<file path="src/rtl/debounce_sync.sv">
// Two-flop synchronizer followed by a stability qualifier. dout changes only
// after STABLE_CYCLES consecutive synchronized samples disagree with it.
module debounce_sync #(
  parameter int unsigned STABLE_CYCLES = 4,
  parameter logic        RESET_VAL     = 1'b0
) (
  input  logic clk,
  input  logic rst,
  input  logic din_async,
  output logic dout,
  output logic rise,
  output logic fall,
  output logic busy
);

  localparam int unsigned      CNT_W    = $clog2(STABLE_CYCLES + 1);
  localparam logic [CNT_W-1:0] CNT_LAST = CNT_W'(STABLE_CYCLES - 1);
  localparam logic [CNT_W-1:0] CNT_ONE  = CNT_W'(1);

  typedef enum logic {
    ST_STABLE = 1'b0,
    ST_WAIT   = 1'b1
  } state_t;

  state_t           state_q, state_d;
  logic [CNT_W-1:0] cnt_q, cnt_d;
  logic             s1_q, s1_d;
  logic             s2_q, s2_d;
  logic             dout_q, dout_d;
  logic             rise_q, rise_d;
  logic             fall_q, fall_d;
  logic             busy_q, busy_d;

  always_ff @(posedge clk) begin
    if (rst) begin
      s1_q    <= RESET_VAL;
      s2_q    <= RESET_VAL;
      dout_q  <= RESET_VAL;
      rise_q  <= 1'b0;
      fall_q  <= 1'b0;
      busy_q  <= 1'b0;
      cnt_q   <= '0;
      state_q <= ST_STABLE;
    end else begin
      s1_q    <= s1_d;
      s2_q    <= s2_d;
      dout_q  <= dout_d;
      rise_q  <= rise_d;
      fall_q  <= fall_d;
      busy_q  <= busy_d;
      cnt_q   <= cnt_d;
      state_q <= state_d;
    end
  end

  always_comb begin
    s1_d    = din_async;
    s2_d    = s1_q;
    state_d = state_q;
    cnt_d   = cnt_q;
    dout_d  = dout_q;
    rise_d  = 1'b0;
    fall_d  = 1'b0;

    case (state_q)
      ST_STABLE: begin
        if (s2_q != dout_q) begin
          state_d = ST_WAIT;
          cnt_d   = CNT_ONE;
        end else begin
          cnt_d   = '0;
        end
      end
      ST_WAIT: begin
        // A sample agreeing with dout mid-qualification means the change was a glitch.
        if (s2_q == dout_q) begin
          state_d = ST_STABLE;
          cnt_d   = '0;
        end else if (cnt_q == CNT_LAST) begin
          dout_d  = ~dout_q;
          rise_d  = ~dout_q;
          fall_d  = dout_q;
          state_d = ST_STABLE;
          cnt_d   = '0;
        end else begin
          cnt_d   = cnt_q + CNT_ONE;
        end
      end
      default: begin
        state_d = ST_STABLE;
        cnt_d   = '0;
      end
    endcase

    busy_d = (state_d == ST_WAIT);
  end

  assign dout = dout_q;
  assign rise = rise_q;
  assign fall = fall_q;
  assign busy = busy_q;

endmodule

</file>
<file path="config.mk">
export PLATFORM = sky130hd
export DESIGN_NAME = debounce_sync
export DESIGN_NICKNAME = d
export VERILOG_FILES = /design/src/rtl/debounce_sync.sv
export SDC_FILE = /design/constraint.sdc
export NUM_CORES = 1
export LEC_CHECK = 0
export CAP_MARGIN = 15
export CELL_PAD_IN_SITES_DETAIL_PLACEMENT = 0
export CELL_PAD_IN_SITES_GLOBAL_PLACEMENT = 1
export CORE_AREA = 2 2 39 41
export CTS_BUF_LIST = sky130_fd_sc_hd__clkbuf_4 sky130_fd_sc_hd__clkbuf_8
export DETAILED_ROUTE_END_ITERATION = 10
export DIE_AREA = 0 0 41 43
export DONT_BUFFER_PORTS = 1
export GPL_TIMING_DRIVEN = 0
export PLACE_DENSITY_LB_ADDON = 0.2
export SYNTH_ARGS = -nofsm -noshare
export SYNTH_HDL_FRONTEND = slang
export SYNTH_SLANG_ARGS = --single-unit
</file>
<file path="constraint.sdc">
create_clock -name clk -period 1.7 [get_ports clk]
set_input_delay 0.51 -clock clk [delete_from_list [all_inputs] [get_ports clk]]
set_output_delay 0.51 -clock clk [all_outputs]
set_load 0.005 [all_outputs]
</file>
## Word-level counts from Yosys, hierarchy flattened

Cells that the tools add are included.
Widths: inputs -> output; s select.

- Register bits after elaboration: 9
- Input bits: 3
- Output and inout port bits: 4

- Add/subtract/negate cells: 1
- Eq/ne operators: 3
- Mux-type cells: 8
- Bitwise operators: 4
- Reductions and logical operators: 2

Operator list:

| cell | number |
|---|---|
| $mux 3 | 2 |
| $pmux 3 s2 | 1 |
| $mux 1 | 4 |
| $not 1->1 | 4 |
| $reduce_or 4->1 | 1 |
| $add 3x1->3 const B | 1 |
| $eq 3x2->1 const B | 1 |
| $reduce_and 3->1 | 1 |
| $pmux 1 s2 | 1 |
| $eq 1x1->1 | 1 |
| $ne 1x1->1 | 1 |

## Logic depth before layout (Yosys ltp)

- Depth in word-level cells: 4
- Depth in mapped cells: 4
- Gate-level depth less buffers: 4

## Least setup slack after synthesis

Ideal clock, no wire load.

- Kind: register to register
- Start: register cnt_q[0]
- End: register dout_q (netlist: dout)
- Library setup time: 0.070 ns
- Arrival time: 1.054 ns
- Data required time: 1.630 ns
- Slack: 0.576 ns
- Cell stages (with the launch flop): 5
- Clock period less this slack: 1.124 ns
- Cell sequence: dfxtp_1 > ha_1 > ha_1 > a21bo_2 > a21oi_1

- Longest elaborated chain between the ends: 2

Ends and longest elaborated chain:

| item | RTL line | text |
|---|---|---|
| from (decl) | 26 | `logic [CNT_W-1:0] cnt_q, cnt_d;` |
| from (signal assigned) | 51 | `cnt_q <= cnt_d;` |
| $eq 3x2->1 | 79 | `end else if (cnt_q == CNT_LAST) begin` |
| $reduce_and 3->1 (no source line) | -- |  |
| to (signal assigned) | 47 | `dout_q <= dout_d;` |
| to (decl) | 29 | `logic dout_q, dout_d;` |

No other way between the ends.
A chain may end at the register's enable or synchronous reset.

## Worst setup path after layout

- Start: register busy_q (netlist: busy)
- End: output busy

RTL lines:

| item | RTL line | text |
|---|---|---|
| from (decl) | 32 | `logic busy_q, busy_d;` |
| from (signal assigned) | 50 | `busy_q <= busy_d;` |
| to (decl) | 13 | `output logic busy` |

No word-level cell between the ends.

==> flow_summary.json <==
{
  "hold_depth": 1,
  "core_area_sq_um": 1380,
  "grt_pass1_vias": 184,
  "timing.final.ws_setup_ps": 482,
  "grt_pass1_wl_um": 779,
  "fin_crit_ps": 1220,
  "synth-compound-area-share_pct": 9.38,
  "synthSimpleGateAreaFrac_pct": 22.7,
  "grtUsageTotal_pct": 7.45,
  "finalSetupTns_ps": 0,
  "ys_seq_area_share_pct": 56.3,
  "synth_fp_nets": 32,
  "buffer_ports.inserted": 0,
  "design_area_sq_um": 370,
  "vias": 197,
  "ctsHoldBuffers": 0,
  "cts_root_buf": "clkbuf_4",
  "viasPerCell": 4.19,
  "crit_cells": 0,
  "cp.arrival_ps": 710,
  "ir_drop_mv": 0.496,
  "rows": 14,
  "preCtsSetupSlack_ps": 503,
  "antenna_found_initial": 0,
  "critical_path_required_ps": 1190,
  "clk_latency_ps": 260,
  "grt_start_max_net_pins": 8,
  "synthXorXnorAreaFrac_pct": 2.73,
  "critPathLaunchType": "flop",
  "grt_setup_unrepaired": "false",
  "io_pins": 7,
  "drtIter0Drc": 2,
  "critPathKind": "flop to output pin",
  "synthMuxAreaShare_pct": 0,
  "drc": 0,
  "ant_nets": 0,
  "cts-resized-gates": 0,
  "fmax_ghz": 0.821,
  "setup_viol": 0,
  "yosysWarnings": 0,
  "yosysUniqueCellTypes": 16,
  "initial_core_util_pct": 23.1,
  "status": "finished, final reports clean",
  "postSynthAreaPerCell_sq_um": 11.9,
  "htree_levels": 1,
  "synth_fa_ha_area_share_pct": 7.81,
  "syn_to_final_growth_pct": 15.6,
  "cts.sinks": 9,
  "p_per_area_nw_per_um2": 1080,
  "die-area_sq_um": 1760,
  "worst_slew_pin_slew_ps": 373,
  "synthCells": 27,
  "layout_commonest_cell": "dfxtp_1",
  "cp_max_fo": 7,
  "fin_crit_sh_pct": 71.7,
  "drive_above_1_share_pct": 19.4,
  "nets": 37,
  "finalHoldViolations": 0,
  "dr.pass1.iters": 2,
  "fin_util_pct": 26.8,
  "totalWireLength_um": 471,
  "gp_congestion": 0.643,
  "cts_tree": "built",
  "slew_violations": 0,
  "fillers": 151,
  "synth_top_family_by_area": "simple AND/OR/NAND/NOR gates",
  "n_antenna_cell": 0,
  "max_cap_violations": 0,
  "wl_per_cell_um": 10.0,
  "cts.clk_slew.worst_paths_ps": 60,
  "relSlewSlack_pct": 75.0,
  "ys_ff_latch": 9,
  "clockBufferDepth": 2,
  "synthesis.area_sq_um": 320,
  "hold_class": "input pin to flop",
  "crit_path_end_kind": "output pin",
  "post_cts_buffers": 0,
  "die_height_um": 43,
  "power_leakage_nw": 0.128,
  "die_w_um": 41,
  "clock_skew_ps": 3.80,
  "ff2ff_path_depth": 4,
  "grt_overflow": 0,
  "final_cell_mix": "dfxtp_1, clkbuf_4, nor2b_1, nor3b_1, ha_1",
  "place_area_sq_um": 340,
  "p_total_mw": 0.402,
  "cts_buffers": 3
}
worst paths after layout:
path / start / end / slack (ps)
max reg2reg: cnt_q[0] / fall / 510
max: busy / busy / 480
min reg2reg: s1_q / s2_q / 440
min: rst / dout / 310
per-layer routing:
metal | track usage [%] | up-vias | routed length, um
met5 | 0 | - | 0
met4 | 4.00 | 0 | 0
met3 | 7.85 | 0 | 46
met2 | 8.44 | 8 | 222
met1 | 8.44 | 85 | 201
li1 | - | 104 | -
state kept, by name, indices dropped and copies added, names as in the netlist:
register	flops
busy	1
s1_q	1
rise	1
cnt_q	3
dout	1
s2_q	1
fall	1
final cells by class:
class | count | area (sq um) | area share, %
multi-input combinational | 17 | 136 | 36.8
sequential | 9 | 180 | 48.6
inverter | 1 | 3.75 | 1.01
clock buffer | 4 | 30.0 | 8.11
tap | 16 | 20.0 | 5.41
cell families (layout without fill, tap and decap cells):
kind of cell    Yosys count  in the layout
fa+ha+maj                 2              2
xor+xnor                  1              1
buf+inv                   1              5
simple gates             10             10
compound gates            4              4
flops                     9              9
Yosys cell counts:
master / instances / area [sq um]
a211oi_1: 1 / 7.51
a21bo_2: 1 / 10.0
a21oi_1: 1 / 5.00
dfxtp_1: 9 / 180
ha_1: 2 / 25.0
inv_1: 1 / 3.75
nand2b_1: 1 / 6.26
nand3_1: 1 / 5.00
nand3b_1: 1 / 7.51
nor2b_1: 2 / 12.5
nor3_1: 1 / 5.00
nor3b_1: 2 / 15.0
nor4_1: 1 / 6.26
nor4b_2: 1 / 15.0
o21a_1: 1 / 7.51
xnor2_1: 1 / 8.76
per-stage QoR:
stage | hold slack, ps | instances
after floorplan | 414 | 27
after global placement | 434 | 43
after detailed placement | 435 | 43
after CTS | 305 | 47
after global routing | 298 | 47
final | 310 | 47
power breakdown:
group / switching [mW] / total [mW] / internal (mW)
clock: 0.0725 / 0.179 / 0.106
sequential: 0.00282 / 0.217 / 0.214
combinational: 0.00216 / 0.00586 / 0.00370
total: 0.0774 / 0.402 / 0.324
No activity file was read; power rests on OpenSTA's default activity.
